--- config.mk ---
export PLATFORM = sky130hd
export DESIGN_NAME = iob_reset_seq
export DESIGN_NICKNAME = d
export VERILOG_FILES = /design/src/rtl/iob_reset_seq.sv
export SDC_FILE = /design/constraint.sdc
export NUM_CORES = 1
export LEC_CHECK = 0
export CAP_MARGIN = 20
export CORE_MARGIN = 3
export CORE_UTILIZATION = 55
export CTS_CLUSTER_DIAMETER = 100
export DETAILED_ROUTE_END_ITERATION = 7
export PLACE_DENSITY = 0.74
export REMOVE_ABC_BUFFERS = 1
export SYNTH_ARGS = -nofsm -noshare
export SYNTH_HDL_FRONTEND = slang
export SYNTH_SLANG_ARGS = --single-unit
--- constraint.sdc ---
create_clock -name clk_i -period 2.9 [get_ports clk_i]
set_input_delay 0.87 -clock clk_i [delete_from_list [all_inputs] [get_ports clk_i]]
set_output_delay 0.87 -clock clk_i [all_outputs]
set_load 0.01 [all_outputs]
--- src/rtl/iob_reset_seq.sv ---
// Reset/bring-up sequencer: filters masked ready sources, then releases N_DOM reset
// domains in index order, with bring-up timeout, software reset and ready-loss counting.
module iob_reset_seq #(
    parameter int unsigned N_SRC          = 2,
    parameter int unsigned N_DOM          = 3,
    parameter int unsigned STABLE_CYCLES  = 16,
    parameter int unsigned STEP_CYCLES    = 8,
    parameter int unsigned TIMEOUT_CYCLES = 1000000,
    parameter int unsigned CNT_W          = 24
) (
    input  logic             clk_i,
    input  logic             resetn_i,
    input  logic             sw_rst_i,
    input  logic [N_SRC-1:0] ready_i,
    input  logic [N_SRC-1:0] ready_mask_i,
    output logic [N_DOM-1:0] rst_o,
    output logic             all_released_o,
    output logic             timeout_o,
    output logic [2:0]       state_o,
    output logic [7:0]       loss_cnt_o
);

    localparam int unsigned IDX_W = (N_DOM > 1) ? $clog2(N_DOM) : 1;
    localparam logic [CNT_W-1:0] TCNT_LAST = CNT_W'(TIMEOUT_CYCLES - 1);
    localparam logic [CNT_W-1:0] SCNT_LAST = CNT_W'(STABLE_CYCLES - 1);
    localparam logic [CNT_W-1:0] STEP_LAST = CNT_W'(STEP_CYCLES - 1);

    typedef enum logic [2:0] {
        StReset     = 3'd0,
        StWaitReady = 3'd1,
        StStable    = 3'd2,
        StRelease   = 3'd3,
        StRun       = 3'd4,
        StFault     = 3'd5
    } state_e;

    state_e             state_q, state_d;
    logic [CNT_W-1:0]   tcnt_q, tcnt_d;
    logic [CNT_W-1:0]   scnt_q, scnt_d;
    logic [CNT_W-1:0]   stepcnt_q, stepcnt_d;
    logic [IDX_W-1:0]   idx_q, idx_d;
    logic [7:0]         loss_q, loss_d;
    logic [N_DOM-1:0]   rst_q, rst_d;
    logic               all_released_q, all_released_d;
    logic               timeout_q, timeout_d;
    logic               all_ok;

    assign all_ok = &(ready_i | ready_mask_i);

    always_ff @(posedge clk_i) begin
        if (!resetn_i) begin
            state_q        <= StReset;
            tcnt_q         <= '0;
            scnt_q         <= '0;
            stepcnt_q      <= '0;
            idx_q          <= '0;
            loss_q         <= '0;
            rst_q          <= '1;
            all_released_q <= 1'b0;
            timeout_q      <= 1'b0;
        end else begin
            state_q        <= state_d;
            tcnt_q         <= tcnt_d;
            scnt_q         <= scnt_d;
            stepcnt_q      <= stepcnt_d;
            idx_q          <= idx_d;
            loss_q         <= loss_d;
            rst_q          <= rst_d;
            all_released_q <= all_released_d;
            timeout_q      <= timeout_d;
        end
    end

    always_comb begin
        state_d   = state_q;
        tcnt_d    = tcnt_q;
        scnt_d    = scnt_q;
        stepcnt_d = stepcnt_q;
        idx_d     = idx_q;
        loss_d    = loss_q;
        if (sw_rst_i) begin
            state_d   = StReset;
            tcnt_d    = '0;
            scnt_d    = '0;
            stepcnt_d = '0;
            idx_d     = '0;
        end else begin
            unique case (state_q)
                StReset: begin
                    state_d = StWaitReady;
                    tcnt_d  = '0;
                end
                StWaitReady: begin
                    tcnt_d = tcnt_q + CNT_W'(1);
                    if (all_ok) begin
                        state_d = StStable;
                        scnt_d  = '0;
                    end else if (tcnt_q >= TCNT_LAST) begin
                        state_d = StFault;
                    end
                end
                StStable: begin
                    tcnt_d = tcnt_q + CNT_W'(1);
                    if (!all_ok) begin
                        state_d = StWaitReady;
                    end else if (scnt_q == SCNT_LAST) begin
                        // Stable completion wins over a coincident timeout.
                        if (N_DOM == 1) state_d = StRun;
                        else            state_d = StRelease;
                        idx_d     = '0;
                        stepcnt_d = '0;
                    end else begin
                        scnt_d = scnt_q + CNT_W'(1);
                        if (tcnt_q >= TCNT_LAST) state_d = StFault;
                    end
                end
                StRelease, StRun: begin
                    if (!all_ok) begin
                        state_d   = StWaitReady;
                        tcnt_d    = '0;
                        scnt_d    = '0;
                        stepcnt_d = '0;
                        idx_d     = '0;
                        if (loss_q != 8'hff) loss_d = loss_q + 8'd1;
                    end else if (state_q == StRelease) begin
                        if (stepcnt_q == STEP_LAST) begin
                            stepcnt_d = '0;
                            if (32'(idx_q) + 32'd2 == N_DOM) state_d = StRun;
                            else                             idx_d = idx_q + IDX_W'(1);
                        end else begin
                            stepcnt_d = stepcnt_q + CNT_W'(1);
                        end
                    end
                end
                StFault: begin
                    state_d = StFault;
                end
                default: begin
                    state_d = StReset;
                end
            endcase
        end
    end

    // Domain k is out of reset once idx has reached it, which keeps release order monotonic.
    always_comb begin
        rst_d = '1;
        for (int k = 0; k < int'(N_DOM); k++) begin
            rst_d[k] = !((state_d == StRun) ||
                         ((state_d == StRelease) && (k <= int'(idx_d))));
        end
        all_released_d = (state_d == StRun);
        timeout_d      = (state_d == StFault);
    end

    assign rst_o          = rst_q;
    assign all_released_o = all_released_q;
    assign timeout_o      = timeout_q;
    assign state_o        = state_q;
    assign loss_cnt_o     = loss_q;

endmodule

==> summary.md, run 1 <==
| Metric | Value |
|---|---|
| Status | `finished clean` |
| Fin crit share | `0.885` |
| Worst path cell trace | `clkdlybuf4s50_1, o22a_1, nand2_1, o21a_1, buf_12, or4_1, a21oi_1` |
| Synth Flop Type | `dfxtp_1` |
| Antenna viol nets, final | `0` |
| Crit path DAT | `2840 ps` |
| Cells after DPL | `about 690` |
| Largest cells by area after synthesis | `dfxtp_1, xnor2_1, nor2_1, nand2_1, a21oi_1` |
| Largest net degree at the start of global routing | `35` |
| Setup tns final | `0 ps` |
| Simple-gate share of the synthesized area | `0.311` |
| Leak Pwr | `roughly 1.7 nW` |
| Setup crit start kind | `input port` |
| CTS tree | `built` |
| Slowest stage cell, crit path | `clkdlybuf4s50_1` |
| CTS buffer count | `9` |
| DP HPWL | `between 7000 and 8000 um` |
| First-pass GRT wire length | `approximately 18,000 um` |
| Yosys top cell area share | `0.380` |
| Post-Syn Instances | `~570` |
| Worst hold slack | `~500 ps` |
| Adder-cell share of the synthesized area | `0.0106` |
| # DRC | `0` |
| DRT Pass-1 Iters | `4` |
| Final setup margin | `around 330 ps` |
| Clock Pin Slew Worst Setup and Hold Paths | `~90 ps` |
| Routed WL per cell | `around 15 um` |
| Worst Max-Slew Pin Slew | `686 ps` |
| Avg Inst Size Synth | `about 8.4 um2` |
| PD cells | `~400 mW/mm2` |
| Core Footprint | `0.00830 mm2` |
| Vias | `approximately 4.3k` |
| Port Buffers | `22` |
| N_diodes | `0` |
| Mux cell area share after synthesis | `0.00634` |
| Remaining Overflow, GRT | `0` |
| Final WL | `about 10,000 um` |
| Buf+Inv Stages, Crit Path | `2` |
| Max clock buf depth | `2` |
| Critical path type | `in2reg` |
| Hold Vio Cnt, Final | `0` |
| Biggest area consumer among synthesized cells | `dfxtp_1` |
| Die ar. | `~0.01 mm2` |
| Chip height | `between 90 and 100 um` |
| CTS Root Cell | `clkbuf_8` |
| Share of cells above drive strength 1 | `0.101` |
| DR iter-0 viols | `between 100 and 150` |
| VDD IR max | `0.212 mV` |
| #FFs+latches synth | `90` |
| EDFF count, synth | `0` |
| Rel. slew slack | `0.541` |
| Place WS | `-9.18 ps` |
| Area Overhead vs Synth | `13.1%` |
| GR Util All Layers | `0.217` |
| Initial antenna violation count | `0` |
| Hold-fix buffers, CTS | `0` |
| RSZ-0062 raised after global routing | `false` |
| # resized after CTS | `0` |
| Kind of cell adding the most delay to the critical path | `buffers and inverters` |
| Setup Viol. Count Final | `0` |
| Post-synthesis cell area | `~0.0047 mm2` |
| Row count | `33` |
| Post-route insts no fill | `708` |
| Vias in the first global route | `roughly 4.0k` |
| Synth async-reset ratio | `0` |
| Clk_lat worst skew | `roughly 350 ps` |
| Final worst path period need | `about 2600 ps` |
| Final Max Slew Viols | `0` |
| Synth cell types | `a little under 60` |
| Initial core utilization | `0.571` |
| Final Util | `0.646` |
| Max Fclk | `a little under 400 MHz` |
| Io pins | `23` |
| Max incr delay on CP | `between 500 and 600 ps` |
| Max_cap viols | `0` |
| Clock Skew | `8.21 ps` |
| Placer Congestion | `~0.8` |
| Sequential area share after synthesis | `0.380` |
| CP max FO | `34` |
| DIE WIDTH | `98.8 um` |
| Post-synthesis xor/xnor area fraction | `0.0887` |
| Synth Area in Compound Gates | `0.164` |
| Vias/cell | `about 6` |
| Warnings, synthesis | `0` |
| Sink Count | `90` |
| Postcts setup bufs | `0` |
| CP endpoint kind | `flop` |
| Nets@finish | `609` |
| Largest family of logic cells by synthesized area | `simple AND/OR/NAND/NOR gates` |
| CP Data Required Time | `~3200 ps` |
| H-tree levels | `3` |
| Worst min-delay path class | `reg2reg` |
==> cells by family after synthesis <==
| group | count (synthesis) |
|---|---|
| simple gates | 271 |
| compound gates | 113 |
| flops | 90 |
| xor+xnor | 48 |
| buf+inv | 37 |
| fa+ha+maj | 4 |
| mux | 3 |
==> flip-flops by register name (all words and copies together) (netlist names) <==
signal and cells:
loss_cnt_o 8, tcnt_q 24, scnt_q 24, state_o 3
idx_q 2, rst_o 3, all_released_o 1, stepcnt_q 24
timeout_o 1
==> final timing paths <==
path	start	end	slack, ps	cells after the start
worst max register to register	scnt_q[0]	scnt_q[9]	600	8
worst max-delay path	ready_mask_i[0]	scnt_q[9]	330	7
worst min-delay path	scnt_q[1]	scnt_q[1]	490	2
worst min register to register	scnt_q[1]	scnt_q[1]	490	2
==> cells in the final DEF (no fill, tap or decap), types with 16 or more instances in the layout <==
master and count:
nor3_1 21, nand3_1 21, nor2_1 59, a21oi_1 35, xnor2_1 35, or4_1 16
buf_4 20, nand4_1 23, dfxtp_1 90, o21ai_0 20, nand2_1 55, clkdlybuf4s50_1 22
==> area by class of cell <==
cell class | count | area [um2]
Fill cell | 706 | 2940
Multi-Input combinational cell | 439 | 2750
Sequential cell | 90 | 1800
Timing Repair Buffer | 46 | 450
Clock buffer | 11 | 141
Tap cell | 105 | 131
Inverter | 12 | 45.0
Clock inverter | 5 | 40.0
==> through the flow <==
step	total power, W	cell area [um2]
floorplan	0.00132	4600
global placement	0.00137	5180
detailed placement	0.00137	5180
CTS	0.00216	5360
global route	0.00220	5360
finish	0.00214	5360
==> synthesized netlist by cell type, types with 8 or more instances <==
cell type	n
dfxtp_1	90
nor2_1	59
nand2_1	55
a21oi_1	35
xnor2_1	35
nand4_1	23
nand3_1	21
nor3_1	21
o21ai_0	20
or4_1	16
or3_1	15
o31ai_1	14
xor2_1	13
inv_1	12
a211oi_1	11
buf_2	11
nor4_1	11
and3_1	9
and4_1	8
clkbuf_1	8
==> worst reg2reg max path, cell delays in order (launching register included) <==
cell and delay, ps:
dfxtp_1 340, ha_1 230, and2_4 190, and4_1 250, nor2b_4 160, o21a_1 220, buf_12 170, or4_1 500
a21oi_1 170
==> metal layers <==
metal / vias to the layer above / wire length (um) / GRT usage
met1: 2067 / 5030 / 0.291
li1: 2122 / - / -
met4: 0 / 91 / 0.0578
met5: - / 0 / 0
met2: 59 / 5020 / 0.361
met3: 11 / 296 / 0.0410
==> power by group <==
group | internal, W | leakage, nW | total (W) | switching, W
logic | 0.0000439 | 0.853 | 0.000106 | 0.0000622
registers | 0.00124 | 0.725 | 0.00124 | 0.00000239
clock network | 0.000338 | 0.0818 | 0.000790 | 0.000452
(Power assumes the default switching activity.)
==> run 2, diff against run 1 <==
--- a/config.mk
+++ b/config.mk
@@ -12,6 +12,7 @@
 export DETAILED_ROUTE_END_ITERATION = 7
 export PLACE_DENSITY = 0.74
 export REMOVE_ABC_BUFFERS = 1
+export SLEW_MARGIN = 20
 export SYNTH_ARGS = -nofsm -noshare
 export SYNTH_HDL_FRONTEND = slang
 export SYNTH_SLANG_ARGS = --single-unit
==> results of run 2 <==
The final DEF is identical to that of run 1; final timing and power are the same.
==> run 3, diff against run 2 <==
--- a/config.mk
+++ b/config.mk
@@ -5,12 +5,13 @@
 export SDC_FILE = /design/constraint.sdc
 export NUM_CORES = 1
 export LEC_CHECK = 0
+export ABC_AREA = 1
 export CAP_MARGIN = 20
 export CORE_MARGIN = 3
 export CORE_UTILIZATION = 55
 export CTS_CLUSTER_DIAMETER = 100
 export DETAILED_ROUTE_END_ITERATION = 7
-export PLACE_DENSITY = 0.74
+export PLACE_DENSITY = 0.73
 export REMOVE_ABC_BUFFERS = 1
 export SLEW_MARGIN = 20
 export SYNTH_ARGS = -nofsm -noshare
==> run 3 against run 2 <==
Effect of this change:
- cell area rose by 11%
- count of clock-buffer cells in the layout unchanged
- core utilization down 0.85 points
- worst setup slack gained 44 ps
- global-route usage is 3.3 points higher
- routed wire length rose by 26%
- register-to-register slack worse by 100 ps
- critical path type unchanged
- critical path depth grew 5
- area after synthesis grew 14%
- critical endpoint is now stepcnt_q[2]
==> summary.md, run 3 <==
| Metric | Value |
|---|---|
| Largest net degree at the start of global routing | `32 (-8.6%)` |
| CTS tree | `built` |
| Rel. slew slack | `0.644 (+0.103)` |
| Reg2reg setup slack | `500 ps (-100 ps)` |
| Sink Count | `90 (unchanged)` |
| Worst r2r path cells | `13 (+5)` |
| # DRC | `0 (unchanged)` |
| Initial core utilization | `0.576 (+0.00532)` |
| Status | `finished clean` |
| Post-DP Area | `0.00576 mm2 (+11%)` |
| H-tree levels | `3 (unchanged)` |
| Hold-fix buffers, CTS | `0 (unchanged)` |
| M3 GR Usage | `0.0389 (-0.00213)` |
| Remaining Overflow, GRT | `0 (unchanged)` |
| RSZ-0062 raised after global routing | `false` |
| Biggest area consumer among synthesized cells | `dfxtp_1` |
| PD cells | `380 mW/mm2 (-4.7%)` |
| Count leader, synth | `nand2_1` |
| Most frequent cells in the layout | `nand2_1, nor2_1, inv_1` |
| Vias/cell | `5.38 (-11%)` |
| Final worst path period need | `2520 ps (-44.1 ps)` |
| Final WL | `13,200 um (+26%)` |
| Place WS | `2.43 ps (+11.6 ps)` |
| GR Util All Layers | `0.250 (+0.0325)` |
| Final Max Slew Viols | `0 (unchanged)` |
| Number of cells on the worst hold path | `2 (unchanged)` |
| Final Util | `0.637 (-0.00846)` |
| CP endpoint kind | `flop` |
| DRT Pass-1 Iters | `5 (+1)` |
| Most instantiated cells after synthesis | `nand2_1, nor2_1, inv_1, dfxtp_1, a21oi_1` |
| Area Overhead vs Synth | `10.6%` |
| Row count | `35 (+6.1%)` |
| Fin crit share | `0.870 (-0.0152)` |
| Postcts setup bufs | `0 (unchanged)` |
| Vias | `5,469 (+28%)` |
| Critical path type | `in2reg` |
| Met1 Use GR | `0.338 (+0.0478)` |
| Critical R2R Capture | `scnt_q[22]` |
| Placer Congestion | `0.958 (+19%)` |
| Max Fclk | `397 MHz (+1.7%)` |
| #FFs+latches synth | `90 (unchanged)` |
| Largest cells by area after synthesis | `dfxtp_1, nand2_1, nor2_1, inv_1, a21oi_1` |
| Setup crit start kind | `input port` |
| Commonest non-fill, non-tap cell in the layout | `nand2_1` |
| CTS Root Cell | `clkbuf_8` |
| Synth cell types | `43 (-26%)` |
| CTS buffer count | `9 (unchanged)` |
| Filler Cell Count | `947 (+34%)` |
| Setup Viol. Count Final | `0 (unchanged)` |
| Worst r2r src | `scnt_q[0]` |
| EDFF count, synth | `0 (unchanged)` |
| DR iter-0 viols | `237 (+99%)` |
| Met2 usage | `0.411 (+0.0506)` |
| Worst min-delay path class | `reg2reg` |
| Warnings, synthesis | `0 (unchanged)` |
| Share of cells above drive strength 1 | `0.0676 (-0.0335)` |
| Die ar. | `0.0110 mm2 (+13%)` |
| Initial antenna violation count | `0 (unchanged)` |
| N_diodes | `0 (unchanged)` |
| Synth Flop Type | `dfxtp_1` |
| # resized after CTS | `0 (unchanged)` |
| Hold Vio Cnt, Final | `0 (unchanged)` |
| Biggest regs | `scnt_q: 24 flops, stepcnt_q: 24 flops, tcnt_q: 24 flops` |
| Min-delay src | `loss_cnt_o[4]` |
| DIE WIDTH | `105 um (+6.3%)` |
| Yosys top cell area share | `0.334 (-0.0466)` |
| Max_cap viols | `0 (unchanged)` |
| Setup tns final | `0 ps (unchanged)` |
| Max clock buf depth | `2 (unchanged)` |
| Sequential area share after synthesis | `0.334 (-0.0466)` |
| Clock Pin Slew Worst Setup and Hold Paths | `90 ps (about the same)` |
| Gr busiest metal | `met2` |
| Clock Skew | `13.0 ps (+4.80 ps)` |
| Chip height | `105 um (+6.3%)` |
| Leak Pwr | `2.20 nW (+33%)` |
| Routed WL per cell | `13.0 um (-12%)` |
| Final setup margin | `378 ps (+44.1 ps)` |
| Antenna viol nets, final | `0 (unchanged)` |
| Avg Inst Size Synth | `6.31 um2 (-25%)` |
| Worst Max-Slew Pin Slew | `530 ps (-156 ps)` |
| CP max FO | `10 (-71%)` |
| Nets@finish | `893 (+47%)` |
| VDD IR max | `0.275 mV (+30%)` |
| Synth async-reset ratio | `0 (unchanged)` |
| Vias in the first global route | `5,074 (+26%)` |
| Core Footprint | `0.00937 mm2 (+13%)` |
| CP Data Required Time | `3140 ps (-40 ps)` |
| Post-Syn Instances | `856 (+51%)` |
| Post-synthesis cell area | `0.00540 mm2 (+14%)` |
| Port Buffers | `22 (unchanged)` |
| DP HPWL | `10,000 um (+37%)` |
| Crit path DAT | `2760 ps (-80 ps)` |
| First-pass GRT wire length | `23,200 um (+28%)` |
| Clk_lat worst skew | `360 ps (about the same)` |
| Io pins | `23 (unchanged)` |
| Final instance area | `0.00597 mm2 (+11%)` |
| Worst Hold End | `loss_cnt_o[4]` |
==> run 3: worst max path at each step <==
stage / depth (start not counted) / endpoint / from
final: 12 / stepcnt_q[2] / ready_i[0]
after detailed placement: 12 / stepcnt_q[2] / ready_mask_i[0]
after floorplan: 11 / stepcnt_q[2] / ready_i[0]
after global routing: 12 / stepcnt_q[3] / ready_mask_i[1]
after CTS: 12 / stepcnt_q[2] / ready_mask_i[0]
after global placement: 12 / tcnt_q[2] / ready_i[0]
==> run 3: per-stage QoR <==
| stage | hold WS, ps | instances | power (W) |
|---|---|---|---|
| 6_report | 478 | 1016 | 0.00227 |
| 5_1_grt | 514 | 1016 | 0.00236 |
| 4_1_cts | 481 | 1016 | 0.00228 |
| 3_5_place_dp | 461 | 1000 | 0.00138 |
| 3_3_place_gp | 452 | 1000 | 0.00138 |
| 2_1_floorplan | 443 | 838 | 0.00134 |
==> run 3: cells by family (layout without fill, tap and decap cells) <==
| family | count (synthesis) | count (layout) | share of synthesized area |
|---|---|---|---|
| xor+xnor | 28 | 28 | 0.0454 |
| fa+ha+maj | 4 | 4 | 0.00927 |
| flops | 90 | 90 | 0.334 |
| buf+inv | 122 | 153 | 0.0913 |
| compound gates | 103 | 103 | 0.109 |
| simple gates | 509 | 509 | 0.411 |
==> run 3: worst max-delay path, cell delays in order <==
cell and delay (ps):
clkdlybuf4s50_1 460, inv_1 40, nand2_1 70, nand2_2 120, nor2_1 200, nand4_1 180
nand2_1 130, o21ai_2 80, inv_2 140, o21ai_0 110, nand2_1 260, nor3b_1 100
==> run 3: where the power goes <==
part / internal [W] / total [W] / switching [W]
Clock: 0.000449 / 0.000911 / 0.000462
Sequential: 0.00124 / 0.00124 / 0.00000430
Combinational: 0.0000353 / 0.000115 / 0.0000795
==> run 3: final cells by class <==
| class | instances | area (um2) | share of cell area |
|---|---|---|---|
| multi-input combinational | 644 | 3100 | 0.520 |
| sequential | 90 | 1800 | 0.302 |
| inverter | 104 | 390 | 0.0654 |
| timing repair buffer | 33 | 303 | 0.0507 |
| tap | 129 | 161 | 0.0270 |
| clock buffer | 11 | 151 | 0.0254 |
| clock inverter | 5 | 60.1 | 0.0101 |
==> run 3: layer usage <==
layer  share of wire  up-vias
met5               0        -
met4           0.014        0
met3           0.054       18
met2            0.45      148
met1            0.48     2483
li1                -     2820
